### src/rtl/hud_sprite_rom_arbiter_if.sv
// Request/response bundle between the HUD pixel generators, the shared sprite ROM and the arbiter.
// The arbiter takes the slave side; requesters plus the ROM instance sit on the master side.
interface hud_sprite_rom_arbiter_if #(
    parameter int N_REQ  = 3,
    parameter int ADDR_W = 10,
    parameter int DATA_W = 9
) ();
    logic [N_REQ-1:0]        req;
    logic [N_REQ*ADDR_W-1:0] req_addr;
    logic [N_REQ-1:0]        gnt;
    logic [ADDR_W-1:0]       rom_addr;
    logic [DATA_W-1:0]       rom_dout;
    logic [N_REQ-1:0]        rsp_valid;
    logic [DATA_W-1:0]       rsp_data;
    logic                    busy;

    modport master (
        output req, req_addr, rom_dout,
        input  gnt, rom_addr, rsp_valid, rsp_data, busy
    );

    modport slave (
        input  req, req_addr, rom_dout,
        output gnt, rom_addr, rsp_valid, rsp_data, busy
    );
endinterface

### src/rtl/hud_sprite_rom_arbiter.sv
// Round-robin sharing of the single-port HUD sprite ROM among N_REQ pixel requesters,
// with each ROM word tagged back to its requester after the fixed ROM read latency.
module hud_sprite_rom_arbiter #(
    parameter int N_REQ   = 3,
    parameter int ADDR_W  = 10,
    parameter int DATA_W  = 9,
    parameter int ROM_LAT = 1
) (
    input  logic                    clk_25MHz,
    input  logic                    rst,
    hud_sprite_rom_arbiter_if.slave bus
);
    localparam int IDX_W = $clog2(N_REQ);

    logic [IDX_W-1:0]   rr_ptr;
    logic [IDX_W-1:0]   win_idx;
    logic               win_found;
    logic [IDX_W:0]     scan_idx;
    logic [N_REQ-1:0]   gnt_c;
    logic [ADDR_W-1:0]  rom_addr_q;
    logic [ROM_LAT-1:0] tag_v;
    logic [IDX_W-1:0]   tag_idx [ROM_LAT];
    logic [N_REQ-1:0]   rsp_valid_q;
    logic [DATA_W-1:0]  rsp_data_c;

    // NOTE: every output of this block gets a default first, so no path can infer a latch.
    always_comb begin
        win_found = 1'b0;
        win_idx   = '0;
        scan_idx  = '0;
        gnt_c     = '0;
        for (int k = 0; k < N_REQ; k++) begin
            scan_idx = {1'b0, rr_ptr} + (IDX_W+1)'(k);
            if (scan_idx >= (IDX_W+1)'(N_REQ))
                scan_idx = scan_idx - (IDX_W+1)'(N_REQ);
            if (!win_found && bus.req[scan_idx[IDX_W-1:0]]) begin
                win_found = 1'b1;
                win_idx   = scan_idx[IDX_W-1:0];
            end
        end
        if (!rst)
            win_found = 1'b0;
        if (win_found)
            gnt_c[win_idx] = 1'b1;
    end

    // NOTE: state registers use non-blocking assignments so every flop samples pre-edge values.
    always_ff @(posedge clk_25MHz) begin
        if (!rst) begin
            rr_ptr      <= '0;
            rom_addr_q  <= '0;
            tag_v       <= '0;
            rsp_valid_q <= '0;
        end else begin
            if (win_found) begin
                rr_ptr     <= (win_idx == IDX_W'(N_REQ-1)) ? '0 : win_idx + 1'b1;
                rom_addr_q <= bus.req_addr[win_idx*ADDR_W +: ADDR_W];
            end
            tag_v[0] <= win_found;
            for (int s = 1; s < ROM_LAT; s++)
                tag_v[s] <= tag_v[s-1];
            // The response register lines the tag up with the ROM's registered output word.
            rsp_valid_q <= '0;
            if (tag_v[ROM_LAT-1])
                rsp_valid_q[tag_idx[ROM_LAT-1]] <= 1'b1;
        end
    end

    // NOTE: the index payload is not reset; it is only ever read when its valid bit is set.
    always_ff @(posedge clk_25MHz) begin
        tag_idx[0] <= win_idx;
        for (int s = 1; s < ROM_LAT; s++)
            tag_idx[s] <= tag_idx[s-1];
    end

    assign rsp_data_c    = bus.rom_dout;
    assign bus.gnt       = gnt_c;
    assign bus.rom_addr  = rom_addr_q;
    assign bus.rsp_valid = rsp_valid_q;
    assign bus.rsp_data  = rsp_data_c;
    assign bus.busy      = |tag_v;
endmodule

### src/flat_wrapper.sv
// flat-port wrapper written by rule: the top's interface ports become plain ports
module hud_sprite_rom_arbiter_flat 
#(
    parameter int N_REQ   = 3,
    parameter int ADDR_W  = 10,
    parameter int DATA_W  = 9,
    parameter int ROM_LAT = 1
)
  (clk_25MHz, rst, bus_req, bus_req_addr, bus_rom_dout, bus_gnt, bus_rom_addr, bus_rsp_valid, bus_rsp_data, bus_busy);
  hud_sprite_rom_arbiter_if #(.N_REQ(N_REQ), .ADDR_W(ADDR_W), .DATA_W(DATA_W)) bus_i ();
  input  logic clk_25MHz;
  input  logic rst;
  input wire logic [$bits(bus_i.req)-1:0] bus_req;
  input wire logic [$bits(bus_i.req_addr)-1:0] bus_req_addr;
  input wire logic [$bits(bus_i.rom_dout)-1:0] bus_rom_dout;
  output wire logic [$bits(bus_i.gnt)-1:0] bus_gnt;
  output wire logic [$bits(bus_i.rom_addr)-1:0] bus_rom_addr;
  output wire logic [$bits(bus_i.rsp_valid)-1:0] bus_rsp_valid;
  output wire logic [$bits(bus_i.rsp_data)-1:0] bus_rsp_data;
  output wire logic [$bits(bus_i.busy)-1:0] bus_busy;
  assign bus_i.req = bus_req;
  assign bus_i.req_addr = bus_req_addr;
  assign bus_i.rom_dout = bus_rom_dout;
  assign bus_gnt = bus_i.gnt;
  assign bus_rom_addr = bus_i.rom_addr;
  assign bus_rsp_valid = bus_i.rsp_valid;
  assign bus_rsp_data = bus_i.rsp_data;
  assign bus_busy = bus_i.busy;
  hud_sprite_rom_arbiter #(.N_REQ(N_REQ), .ADDR_W(ADDR_W), .DATA_W(DATA_W), .ROM_LAT(ROM_LAT)) u_core (.clk_25MHz(clk_25MHz), .rst(rst), .bus(bus_i));
endmodule
### config.mk
export PLATFORM = sky130hd
export DESIGN_NAME = hud_sprite_rom_arbiter_flat
export DESIGN_NICKNAME = d
export VERILOG_FILES = /design/src/rtl/hud_sprite_rom_arbiter_if.sv /design/src/rtl/hud_sprite_rom_arbiter.sv /design/src/flat_wrapper.sv
export SDC_FILE = /design/constraint.sdc
export NUM_CORES = 1
export LEC_CHECK = 0
export CORE_MARGIN = 4
export CORE_UTILIZATION = 39
export DETAILED_ROUTE_END_ITERATION = 8
export GPL_ROUTABILITY_DRIVEN = 1
export GPL_TIMING_DRIVEN = 1
export PLACE_DENSITY = 0.83
export SLEW_MARGIN = 20
export SYNTH_ARGS = -nofsm -noshare
export SYNTH_HDL_FRONTEND = slang
export SYNTH_SLANG_ARGS = --single-unit
### constraint.sdc
create_clock -name clk_25MHz -period 4.4 [get_ports clk_25MHz]
set_input_delay 1.32 -clock clk_25MHz [delete_from_list [all_inputs] [get_ports clk_25MHz]]
set_output_delay 1.32 -clock clk_25MHz [all_outputs]
set_load 0.02 [all_outputs]
==> results of run 1 <==
## worst max-delay path, delay by kind of cell
kind            cells  cell delay, ns
buf+inv             2            0.82
simple gates        1            0.45
compound gates      2            0.43
## power by group through the flow
stage | Clock (W) | Combinational [W] | Sequential [W]
finish | 0.000101 | 0.000515 | 0.000244
detailed placement | 0 | 0.000519 | 0.000248
global placement | 0 | 0.000505 | 0.000246
CTS | 0.000103 | 0.000516 | 0.000244
floorplan | 0 | 0.000285 | 0.000297
global route | 0.000108 | 0.000556 | 0.000250
## per-stage QoR
step / std cells / cell area, um2 / power [W] / setup TNS, ns
5_1_grt: 246 / 1890 / 0.000915 / 0
6_report: 246 / 1890 / 0.000860 / 0
3_3_place_gp: 242 / 1860 / 0.000751 / -0.628
4_1_cts: 246 / 1890 / 0.000864 / -0.0398
2_1_floorplan: 151 / 1310 / 0.000581 / 0
3_5_place_dp: 242 / 1860 / 0.000767 / -0.794
## flip-flops by register name, indices dropped and copies added, names as in the netlist
signal,count
u_core.bus.rom_addr,10
u_core.bus.rsp_valid,3
u_core.rr_ptr,2
u_core.tag_idx,2
u_core.bus.busy,1
## area by class of cell
cell class	instances	area share [%]
clock buffers	4	1.92
inverters	7	1.39
multi-input cells	101	39.6
flip-flops and latches	18	19.0
well taps	44	2.91
repair buffers	72	35.2
## cell families after synthesis
family,share of synthesized area (%)
simple gates,27.1
compound gates,24.3
buf+inv,15.1
flops,27.6
mux,3.06
fa+ha+maj,2.87
## worst paths after layout
| kind | end | slack, ns | cells past startpoint |
|---|---|---|---|
| setup / recovery | bus_gnt[1] | 0.06 | 5 |
| setup reg to reg | u_core.bus.rom_addr[0] | 1.94 | 8 |
| hold reg to reg | u_core.bus.rsp_valid[0] | 0.45 | 1 |
| hold / removal | u_core.bus.rsp_valid[0] | 0.45 | 1 |
## cell usage in the layout (no fill, tap or decap), types with 2 or more instances in the layout
| cell | Yosys | final |
|---|---|---|
| dfxtp_1 | 18 | 18 |
| nand3_1 | 10 | 10 |
| nand3b_1 | 2 | 2 |
| nand4_1 | 11 | 11 |
| nor3_1 | 2 | 2 |
| nor3b_1 | 3 | 3 |
| o21a_1 | 2 | 2 |
| a21oi_1 | 3 | 3 |
| inv_1 | 6 | 6 |
| o21ai_0 | 2 | 2 |
| a22oi_1 | 10 | 10 |
| and3_1 | 2 | 2 |
| buf_4 | 9 | 21 |
| o2111ai_1 | 11 | 11 |
| nand2_1 | 5 | 5 |
| and3b_1 | 10 | 10 |
| ha_1 | 3 | 3 |
| nor2_1 | 3 | 3 |
| nor2b_1 | 3 | 3 |
| mux2i_1 | 4 | 4 |
| dlygate4sd2_1 | 0 | 4 |
| clkbuf_4 | 0 | 3 |
| clkdlybuf4s50_1 | 0 | 46 |
## repair_timing
item	CTS	global route
hold buffers	0	0
endpoints found under the setup margin	3	2
cloned	0	0
pin swaps	0	1
gates resized for setup	4	1
buffers inserted	0	0
## metal layers
metal	share of wire (%)	wire length, um	vias to the layer above	global-route usage, %
met5	0	0	-	0
met4	0.49	19	0	4.40
met3	6.6	252	2	3.91
met2	51	1960	49	31.8
met1	42	1610	645	22.0
li1	-	-	673	-
==> summary.md, run 1 <==
| Metric | Value |
|---|---|
| Clock power frac | `11.7%` |
| Initial DRC count | `74` |
| Core Rows | `20` |
| Die height | `65.9 um` |
| Synth warn | `0` |
| Net Sw Frac | `40.9%` |
| Vias/cell | `5.57` |
| Initial cell density of the core | `41.8%` |
| Number of port buffers | `51` |
| Syn Inst Count | `151` |
| Largest net degree at the start of global routing | `25` |
| Switching pwr | `0.000352 W` |
| Synth Net Count | `198` |
| Main synth FF type | `dfxtp_1` |
| CTS H-tree lvls | `1` |
| Core Area | `0.00313 mm2` |
| N_diodes | `0` |
| Reg area | `360 um2` |
| Setup ws final | `0.0566 ns` |
| Status | `finished clean` |
| DP Worst Slack | `-0.311 ns` |
| Endpoints failing setup | `0` |
| Critical Path Source | `bus_req[2]` |
| Clk_lat worst skew | `0.29 ns` |
| I/O pins | `70` |
| Max_cap viols | `0` |
| Final Max Tran Viols | `0` |
| Multi-input gate area | `749 um2` |
| WP data required | `3.08 ns` |
| Combinational fraction of design power | `59.9%` |
| CTS root buf | `clkbuf_4` |
| Ranking of synthesized cells by area | `dfxtp_1, o2111ai_1, and3b_1` |
| Crit path time final | `4.34 ns` |
| PD cells | `454 mW/mm2` |
| Final Skew | `0.0106 ns` |
| Die area | `0.00434 mm2` |
| Cell taking the most area after synthesis | `dfxtp_1` |
| # clock sinks | `18` |
| Area Overhead vs Synth | `44.8%` |
| Total Routing Usage GR | `18.0%` |
| DP Wirelength | `2940 um` |
| Post-synth EDFFs | `0` |
| Wirelength per Cell | `15.6 um` |
| Top-count cell post-synth | `dfxtp_1` |
| Sequential share of the synthesized area | `27.6%` |
| Seq pwr share | `28.4%` |
| CP Cell Sequence | `clkdlybuf4s50_1 > nor4b_1 > o21ai_0 > a21oi_1 > dlygate4sd2_1` |
| Maximum VDD drop | `0.000253 V` |
| Number of fill cells | `261` |
| Number of global-route vias before repair | `1331` |
| Top cell type's share of synthesized area | `27.6%` |
| CP Max Fanout | `4` |
| Share of layout cells above drive strength 1 | `15.8%` |
| Clock transition at the registers of the reported paths | `0.10 ns` |
| Total vias in the final route | `1369` |
| Clock buffer depth | `2` |
| Reg2reg start | `u_core.rr_ptr[0]` |
| Synth cell count leaders | `dfxtp_1, nand4_1, o2111ai_1` |
| DRC errors left | `0` |
| Synth unique cells | `42` |
| TritonCTS Buffers | `3` |
| Int Power | `0.000508 W` |
| GP Congestion | `0.865` |
| Worst slew pin tran | `0.594 ns` |
| CP max stage delay | `0.47 ns` |
| Congestion Overflow GR | `0` |
| Syn Std Cell Area | `0.00131 mm2` |
| Register bit total from synthesis | `18` |
| Slowest-stage cell, CP | `clkdlybuf4s50_1` |
| NumNets Final | `250` |
| Leak pwr | `0.794 nW` |
| Die Span X | `65.9 um` |
| Initial antenna violation count | `0` |
| Final Hold Vio Count | `0` |
| WS Path Type | `in -> out` |
| Worst Min Path Start | `u_core.tag_idx[0][1]` |
| WP data arrival | `3.02 ns` |
| RSZ-0062 raised after global routing | `false` |
| Critical path capture point type | `output pin` |
| Post-synth ARST share | `0%` |
| Worst hold slack | `0.447 ns` |
| First-pass GRT wire length | `6110 um` |
| DRT Pass-1 Iters | `4` |
| Post-Route WL | `3840 um` |
| Min-delay worst type | `reg -> reg` |
| Final period util | `98.7%` |
| Startpoint types | `input port` |
| Syn_area_per_cell | `8.66 um2` |
| Post-DRT Antenna Nets | `0` |
| Worst slew margin | `60.3%` |
| Post-layout util | `60.5%` |
| Fmax | `230 MHz` |
| CTS tree | `done` |
No activity file was read; power rests on OpenSTA's default activity.
==> run 2, diff against run 1 <==
CAP_MARGIN = 25   (was default)
==> results of run 2 <==
The final DEF is identical to that of run 1; final timing and power are the same.
==> run 3, diff against run 2 <==
CORE_UTILIZATION = 40   (was 39)
PLACE_DENSITY = 0.85   (was 0.83)
RECOVER_POWER = 100   (was default)
SLEW_MARGIN = 25   (was 20)
clock period = 5.3 ns   (was 4.4 ns; I/O delays follow)
==> run 3 against run 2 <==
  * Sequential share of layout area grew 0.98 points
  * Die area fell by 2.2%
  * Setup slack improved by 0.093 ns
  * Register-to-register slack improved by 0.64 ns
  * Largest power group unchanged
  * Highest routed layer unchanged
==> summary.md, run 3 (same netlist as run 1, synthesis figures left out) <==
| Metric | Value |
|---|---|
| Worst hold stages | `1 (unchanged)` |
| Final period util | `97.2%` |
| CP Cell Sequence | `clkdlybuf4s50_1 > buf_4 > nor2b_1 > o211a_1 > buf_4 > o2bb2ai_1 > clkdlybuf4s50_1` |
| Post-Route WL | `3960 um (+3.2%)` |
| Fmax | `194 MHz` |
| Worst slew margin | `32.0% (-28 points)` |
| Post-layout util | `58.5% (-2.0 points)` |
| PD cells | `380 mW/mm2 (-16%)` |
| Die area | `0.00425 mm2 (-2.2%)` |
| Final Hold Vio Count | `0 (unchanged)` |
| Clock buffer depth | `2 (unchanged)` |
| Wirelength per Cell | `16.7 um (+7.1%)` |
| Most frequent cells in the layout | `clkdlybuf4s50_1, dfxtp_1, dlygate4sd3_1` |
| DRT Pass-1 Iters | `4 (unchanged)` |
| Slowest-stage cell, CP | `clkdlybuf4s50_1` |
| Placed inst area | `0.00179 mm2 (-3.6%)` |
| Clk_lat worst skew | `0.30 ns (about the same)` |
| CTS root buf | `clkbuf_4` |
| Setup ws final | `0.150 ns (+0.0933 ns)` |
| First-pass GRT wire length | `6490 um (+6.3%)` |
| WS Path Type | `in -> out` |
| Maximum VDD drop | `0.000177 V (-30%)` |
| Critical path capture point type | `output pin` |
| NumNets Final | `241 (-3.6%)` |
| Die Span X | `65.2 um (-1.1%)` |
| Leak pwr | `0.745 nW (-6.1%)` |
| WP data required | `3.71 ns (+0.63 ns)` |
| Cell count of the worst reg-to-reg path | `8 (unchanged)` |
| Fin Setup TNS | `0 ns (unchanged)` |
| CP max stage delay | `0.66 ns (+0.19 ns)` |
| Net Sw Frac | `42.9% (+1.9 points)` |
| Initial antenna violation count | `0 (unchanged)` |
| Crit path time final | `5.15 ns` |
| Combinational fraction of design power | `57.6% (-2.3 points)` |
| Die height | `65.2 um (-1.1%)` |
| Max_cap viols | `0 (unchanged)` |
| Setup Buffers After CTS | `0 (unchanged)` |
| Share of layout cells above drive strength 1 | `10.4% (-5.5 points)` |
| CTS tree | `done` |
| Number of global-route vias before repair | `1412 (+6.1%)` |
| Switching pwr | `0.000293 W (-17%)` |
| Clock transition at the registers of the reported paths | `0.10 ns (about the same)` |
| Largest net degree at the start of global routing | `25 (unchanged)` |
| Seq pwr share | `29.8% (+1.4 points)` |
| Total Routing Usage GR | `19.2% (+1.2 points)` |
| Core Rows | `20 (unchanged)` |
| TritonCTS Buffers | `3 (unchanged)` |
| DP Worst Slack | `0.0139 ns (+0.324 ns)` |
| Int Power | `0.000391 W (-23%)` |
| Total power | `0.000684 W (-20%)` |
| GP Congestion | `0.883 (+2.1%)` |
| Congestion Overflow GR | `0 (unchanged)` |
| N_diodes | `0 (unchanged)` |
| Vias/cell | `5.71 (+2.6%)` |
| Flop2flop setup slack | `2.58 ns (+0.64 ns)` |
| # clock sinks | `18 (unchanged)` |
| CTS H-tree lvls | `1 (unchanged)` |
| DP Wirelength | `3060 um (+4.1%)` |
| Worst Min Path Start | `u_core.tag_idx[0][1]` |
| Initial cell density of the core | `42.5% (+0.68 points)` |
| Initial DRC count | `58 (-22%)` |
| CP Max Fanout | `12 (+8)` |
| Startpoint types | `input port` |
| Reg2reg start | `u_core.rr_ptr[0]` |
| R2r endpoint | `u_core.rr_ptr[0]` |
| Core Area | `0.00308 mm2 (-1.6%)` |
| Post-DRT Antenna Nets | `0 (unchanged)` |
| Worst slew pin tran | `1.02 ns (+0.427 ns)` |
| Final Instance Area | `0.00180 mm2 (-4.9%)` |
| DRC errors left | `0 (unchanged)` |
| Endpoints failing setup | `0 (unchanged)` |
| Number of port buffers | `51 (unchanged)` |
| Most common cell after layout, fill and taps aside | `clkdlybuf4s50_1` |
| Final Skew | `0.00614 ns (-0.00443 ns)` |
| Total vias in the final route | `1353 (-1.2%)` |
| Status | `finished clean` |
| WP data arrival | `3.56 ns (+0.54 ns)` |
| RSZ-0062 raised after global routing | `false` |
| I/O pins | `70 (unchanged)` |
| Area Overhead vs Synth | `37.7%` |
| Final Max Tran Viols | `0 (unchanged)` |
| Clock power frac | `12.5% (+0.8 points)` |
| Max reg flops | `10 (unchanged)` |
| Min-delay worst type | `reg -> reg` |
| Worst hold path endpoint | `u_core.bus.rsp_valid[1]` |
[run 3: changes by cell type in the layout (fill, tap and decap cells not counted), sizes merged]
cell,delta
dlygate4sd3,+15
dlymetal6s2s,-1
clkdlybuf4s50,-12
buf,-11
clkbuf,+4
dlygate4sd2,-4
[run 3: worst max-delay path by stage]
stage                    start          to  slack [ns]  depth (start not counted)
floorplan           bus_req[2]  bus_gnt[1]        0.82                          7
global placement    bus_req[0]  bus_gnt[0]        0.13                          7
detailed placement  bus_req[0]  bus_gnt[0]        0.01                          7
CTS                 bus_req[0]  bus_gnt[0]        0.04                          7
global route        bus_req[1]  bus_gnt[2]        0.05                          7
finish              bus_req[1]  bus_gnt[2]        0.15                          7
[run 3: power groups by stage]
stage / logic (W) / clock network, W / registers, W
after floorplan: 0.000236 / 0 / 0.000246
after detailed placement: 0.000413 / 0 / 0.000209
after CTS: 0.000421 / 0.0000882 / 0.000206
after global placement: 0.000398 / 0 / 0.000205
final: 0.000394 / 0.0000858 / 0.000204
after global routing: 0.000425 / 0.0000945 / 0.000209
[run 3: final cells by class]
cell class / instances / area, um2
fill: 276 / 1280
multi-input combinational: 101 / 742
timing repair buffer: 63 / 581
sequential: 18 / 360
tap: 44 / 55.1
clock buffer: 4 / 36.3
inverter: 7 / 26.3
[run 3: metal layers]
metal  track usage (%)  vias up  routed length, um
met5                 0        -                  0
met1              21.6      633               1530
met4              5.96        0                 88
met2              35.8       56               2090
li1                  -      652                  -
met3              4.27       12                253
[run 3: what timing repair did]
item,in CTS,in global routing
hold buffers,0,0
resized for setup,2,2
endpoints found under the setup margin,1,2
[run 3: through the flow]
stage | cells | hold slack [ns]
2_1_floorplan | 151 | 0.412
4_1_cts | 237 | 0.450
3_3_place_gp | 233 | 0.419
6_report | 237 | 0.454
3_5_place_dp | 233 | 0.436
5_1_grt | 237 | 0.479
[run 3: worst max-delay path: cells and delay by family]
kind            cells  cell delay (ns)
simple gates        1             0.12
buf+inv             4             1.49
compound gates      2             0.36
==> variant 1: new RTL, flow settings as in run 2 <==
Reset style: asynchronous (`rst`), changed in one clocked block.
--- a/src/rtl/hud_sprite_rom_arbiter.sv
+++ b/src/rtl/hud_sprite_rom_arbiter.sv
@@ -45,7 +45,7 @@
     end
 
     // NOTE: state registers use non-blocking assignments so every flop samples pre-edge values.
-    always_ff @(posedge clk_25MHz) begin
+    always_ff @(posedge clk_25MHz or negedge rst) begin
         if (!rst) begin
             rr_ptr      <= '0;
             rom_addr_q  <= '0;
Formal check against the unedited RTL: differs if rst is asserted again (counterexample within 4 cycles, from zero or initial values and one cycle with rst low); with rst held inactive, the same outputs for 10 cycles.
==> variant 1 against run 2 <==
Synthesized area decreased by 5.1%. Clock skew is 0.0065 ns lower. Routed wire length is 8.0% lower. Sequential power is 16% higher. Highest routed layer unchanged. Final area fell by 1.7%. Total power grew 42%. Register-to-register slack got worse by 0.21 ns. Worst setup slack better by 0.021 ns. Via count shrank 13%. Critical path type unchanged. Sequential cell count unchanged. Clock power down 18%.
==> variant 1: results (changes against run 2) <==
[status]
outcome = finished clean  ; unchanged

[finish]
final_layout_size_suffix_gt1_frac = 0.219  ; was 0.158
nets = 231  ; was 250

[logic_synthesis]
ys_top_cells_by_count = dfrtp_1 (16), nand2_1 (14), nand3_1 (11), buf_4 (9)  ; was dfxtp_1 (18), nand4_1 (11), o2111ai_1 (11)
synthArstFlopShare = 0.889  ; was 0
yosysSeqAreaShare = 0.355  ; was 0.276
synth_xor_xnor_area_share = 0  ; unchanged
ys_warn_count = 0  ; unchanged
synth_compound_area_frac = 0.244  ; was 0.243
synthMuxAreaShare = 0.0756  ; was 0.0306
synth_adder_area_share = 0.0383  ; was 0.0287
synth_area_leaders = dfrtp_1 (32%), o211ai_2 (8.1%), mux2i_1 (6.5%)  ; was dfxtp_1 (28%), o2111ai_1 (7.4%), and3b_1 (6.7%)
synth.most_common_cell = dfrtp_1  ; was dfxtp_1
synth_nets = 170  ; was 198
synth_cell_types = 39  ; was 42

[critical_path]
r2r_cells = 9  ; was 8
reg2reg_slack_ns = 1.73  ; was 1.94 ns
r2r_end = u_core.bus.rom_addr[8]  ; was u_core.bus.rom_addr[0]
cp.arrival_ns = 3.00  ; was 3.02 ns
r2r-start = u_core.rr_ptr[0]  ; unchanged
endpoint = bus_gnt[0]  ; was bus_gnt[1]
critPathLaunch = bus_req[0]  ; was bus_req[2]

[pwr]
vdd_drop_max_mv = 0.428  ; was 0.253 mV
p_leak_nw = 0.832  ; was 0.794 nW
sw_frac_of_total = 0.446  ; was 0.409
p_clk_w = 0.0000824  ; was 0.000101 W
pwr-share-comb = 0.700  ; was 0.599

[global_routing]
grt_use_total = 0.178  ; was 0.180
use_met1 = 0.187  ; was 0.220
grt_pass1_wl_um = 5800  ; was 6110 µm
grt_pass1_vias = 1290  ; was 1,331
met3_usage = 0.0763  ; was 0.0391
grt_max_degree = 20  ; was 25
use_met2 = 0.323  ; was 0.318

[route]
first_iter_violations = 23  ; was 74
wl_per_cell_um = 15.6  ; about the same
met2WireLength_um = 1810  ; was 1960 µm
drt-pass1-iter-count = 4  ; unchanged
wl_met3_um = 309  ; was 252 µm
met1_length_um = 1360  ; was 1610 µm
viasPerCell = 5.24  ; was 5.57

[min_path]
worstHoldPathCells = 1  ; unchanged
hold_end = u_core.bus.rsp_valid[0]  ; unchanged
hp-class = reg2reg  ; unchanged

[clock_network]
numCtsBuffers = 3  ; unchanged
insertion_delay_ns = 0.28
clk_pin_slew_worst_paths_ns = 0.09
htreeDepth = 1  ; unchanged
clockRootBuffer = clkbuf_4  ; unchanged

[sta]
hold_ws_ns = 0.433  ; was 0.447 ns
finClkSkew_ns = 0.00408  ; was 0.0106 ns
max-slew-margin-rel = 0.676  ; was 0.603

[placed_design]
post_dp_cell_area_um2 = 1830  ; was 1860 µm²
post-dp-hpwl_um = 2820  ; was 2940 µm
port_buffers = 51  ; unchanged
gp_congestion = 0.892  ; was 0.865

-- variant 1: timing repair --
action	CTS	global route
resized for setup	3	2
hold buffers	0	0
setup buffers	1	0
endpoints found under the setup margin	3	1
hold endpoints to repair	0	0
pin swaps	1	0
-- variant 1: per-stage QoR --
step	util	power [W]	cells	worst slack [ns]	setup TNS (ns)
2_1_floorplan	-	0.000807	123	0.695	0
5_1_grt	0.609	0.00130	227	0.0113	0
3_5_place_dp	0.601	0.00114	222	-0.254	-0.501
6_report	0.609	0.00122	227	0.0780	0
4_1_cts	0.611	0.00122	227	0.0165	0
3_3_place_gp	0.601	0.00111	222	-0.189	-0.422
-- variant 1: cell type report --
| cell class | count | area (µm²) | share of cell area |
|---|---|---|---|
| multi-input cells | 87 | 682 | 0.367 |
| repair buffers | 69 | 638 | 0.343 |
| flip-flops and latches | 18 | 440 | 0.237 |
| well taps | 44 | 55.1 | 0.0296 |
| clock buffers | 4 | 26.3 | 0.0141 |
| inverters | 5 | 18.8 | 0.0101 |
==> variant 2: new RTL, settings of run 2 <==
Without the edit above. `N_REQ` is set to 3 in 3 places; all go to 2.
--- a/src/rtl/hud_sprite_rom_arbiter_if.sv
+++ b/src/rtl/hud_sprite_rom_arbiter_if.sv
@@ -1,7 +1,7 @@
 // Request/response bundle between the HUD pixel generators, the shared sprite ROM and the arbiter.
 // The arbiter takes the slave side; requesters plus the ROM instance sit on the master side.
 interface hud_sprite_rom_arbiter_if #(
-    parameter int N_REQ  = 3,
+    parameter int N_REQ  = 2,
     parameter int ADDR_W = 10,
     parameter int DATA_W = 9
 ) ();
--- a/src/rtl/hud_sprite_rom_arbiter.sv
+++ b/src/rtl/hud_sprite_rom_arbiter.sv
@@ -1,7 +1,7 @@
 // Round-robin sharing of the single-port HUD sprite ROM among N_REQ pixel requesters,
 // with each ROM word tagged back to its requester after the fixed ROM read latency.
 module hud_sprite_rom_arbiter #(
-    parameter int N_REQ   = 3,
+    parameter int N_REQ   = 2,
     parameter int ADDR_W  = 10,
     parameter int DATA_W  = 9,
     parameter int ROM_LAT = 1
--- a/src/flat_wrapper.sv
+++ b/src/flat_wrapper.sv
@@ -1,7 +1,7 @@
 // flat-port wrapper written by rule: the top's interface ports become plain ports
 module hud_sprite_rom_arbiter_flat 
 #(
-    parameter int N_REQ   = 3,
+    parameter int N_REQ   = 2,
     parameter int ADDR_W  = 10,
     parameter int DATA_W  = 9,
     parameter int ROM_LAT = 1
Ports: changed (resized bus_gnt, bus_req, bus_req_addr and bus_rsp_valid); port bits go from 70 to 57. The function was not compared with the original's and may differ.
==> variant 2 against run 2 <==
Sequential share of layout area rose by 10 points. Worst setup slack improved by 0.17 ns. Final cell count fell by 54%. Total power fell by 65%. Synthesized cell count fell by 58%. Worst hold slack got worse by 0.041 ns. Clock skew fell by 0.0074 ns. First-iteration DRC count fell by 77%. Die area fell by 43%. Sequential cell count fell by 3. Final area fell by 46%. Synthesized area fell by 48%. Routed wire length fell by 56%. Largest power group is now registers.
==> variant 2: results (changes against run 2) <==
[status]
outcome = finished clean  ; unchanged

[logic_synthesis]
synth_cell_types = 19  ; was 42
synth_area_leaders = dfxtp_1 (44%), a221o_1 (12%), buf_4 (9.9%)  ; was dfxtp_1 (28%), o2111ai_1 (7.4%), and3b_1 (6.7%)
synth_nets = 97  ; was 198
synth_cells = 64  ; was 151
synthArstFlopShare = 0  ; unchanged
ys_warn_count = 0  ; unchanged
ys_top_cells_by_count = dfxtp_1 (15), buf_4 (9), a221o_1 (8), and2_1 (8)  ; was dfxtp_1 (18), nand4_1 (11), o2111ai_1 (11)
yosysSeqAreaShare = 0.441  ; was 0.276
ys.flop_type = dfxtp_1  ; unchanged

[critical_path]
cp_max_fo = 9  ; was 4
reg2reg_slack_ns = 3.07  ; was 1.94 ns
r2r_end = u_core.bus.rom_addr[3]  ; was u_core.bus.rom_addr[0]
r2r_cells = 4  ; was 8
cp.arrival_ns = 2.86  ; was 3.02 ns
r2r-start = u_core.rr_ptr  ; was u_core.rr_ptr[0]

[min_path]
hold_end = u_core.bus.rsp_valid[0]  ; unchanged
hp-class = reg2reg  ; unchanged
worstHoldPathCells = 1  ; unchanged
worstHoldStart = u_core.tag_idx[0]  ; was u_core.tag_idx[0][1]

[clock_network]
clockRootBuffer = clkbuf_4  ; unchanged
cts_max_path_buffers = 2  ; unchanged
clk_pin_slew_worst_paths_ns = 0.08  ; was 0.10 ns
numCtsBuffers = 3  ; unchanged
cts_resized = 0  ; was 4
cts_setup_buffers = 0  ; unchanged
htreeDepth = 1  ; unchanged
insertion_delay_ns = 0.27  ; was 0.29 ns

[pwr]
p_leak_nw = 0.410  ; was 0.794 nW
vdd_drop_max_mv = 0.172  ; was 0.253 mV

[global_routing]
grt_max_degree = 10  ; was 25
grt_pass1_vias = 604  ; was 1,331
antenna_found_initial = 0  ; unchanged
grt_use_total = 0.143  ; was 0.180
grt_pass1_wl_um = 2730  ; was 6110 µm

[finish]
final_layout_size_suffix_gt1_frac = 0.125  ; was 0.158
largest_register_ffs = 10  ; unchanged
nets = 130  ; was 250
diodes = 0  ; unchanged

[route]
drt-pass1-iter-count = 4  ; unchanged
first_iter_violations = 17  ; was 74
wl_per_cell_um = 15.2  ; was 15.6 µm
drc = 0  ; unchanged
vias = 590  ; was 1,369
viasPerCell = 5.27  ; was 5.57

[placed_design]
post_dp_cell_area_um2 = 995  ; was 1860 µm²
gp_congestion = 0.808  ; was 0.865
post-dp-hpwl_um = 1340  ; was 2940 µm
numPlacedInstances = 108  ; was 242
port_buffers = 38  ; was 51

[sta]
max-slew-margin-rel = 0.723  ; was 0.603
finClkSkew_ns = 0.00316  ; was 0.0106 ns
hold_ws_ns = 0.406  ; was 0.447 ns

[job]
max-cap-violations = 0  ; unchanged

[variant 2: changes by cell type in the layout (fill, tap and decap cells not counted), sizes merged, moves of 4 or more]
cell           before  now
and2                0    9
nand4              11    0
buf                21    2
clkdlybuf4s50      46   38
and3b              10    0
o2111ai            11    0
dlygate4sd2         4    0
nand3              10    0
inv                 7    0
mux2i               4    0
a221o               0    8
a22oi              10    0
[variant 2: worst max-delay path by stage]
stage               startpoint    endpoint  slack, ns
floorplan           bus_req[1]  bus_gnt[0]       1.28
global placement    bus_req[1]  bus_gnt[0]       0.22
CTS                 bus_req[1]  bus_gnt[0]       0.22
finish              bus_req[0]  bus_gnt[0]       0.22
detailed placement  bus_req[1]  bus_gnt[0]       0.22
global route        bus_req[0]  bus_gnt[1]       0.15
[variant 2: logic make-up (layout without fill, tap and decap cells)]
kind of cell           after synthesis  in the layout  share of synthesized area
and+or+nand+nor                     19             19                      0.186
AOI/OAI and AO/OA                   16             16                      0.191
DFF                                 15             15                      0.441
buffers and inverters               12             44                      0.149
muxes                                2              2                     0.0331
[variant 2: stage by stage]
step,power (W),setup WS (ns)
3_5_place_dp,0.000233,0.222
6_report,0.000305,0.223
5_1_grt,0.000322,0.152
3_3_place_gp,0.000231,0.224
4_1_cts,0.000309,0.216
2_1_floorplan,0.000200,1.28
[variant 2: per-layer routing]
metal,track usage,routed length (µm),up-vias
li1,-,-,286
met5,0,0,-
met3,0.0361,130,4
met2,0.225,844,28
met4,0.0968,39,0
met1,0.171,687,272
[variant 2: power breakdown]
group | switching, W | leakage, nW | internal, W
clock network | 0.0000403 | 0.0150 | 0.0000351
registers | 0.00000514 | 0.125 | 0.000146
logic | 0.0000315 | 0.270 | 0.0000468
[variant 2: area by class of cell]
| class | count | area (µm²) |
|---|---|---|
| fillers | 132 | 556 |
| clock buffers | 4 | 26.3 |
| flip-flops and latches | 15 | 300 |
| repair buffers | 40 | 395 |
| well taps | 16 | 20.0 |
| multi-input cells | 37 | 279 |
[variant 2: worst max-delay path: stages]
cell             delay [ns]
clkdlybuf4s50_1        0.61
and3_4                 0.30
clkdlybuf4s50_1        0.62
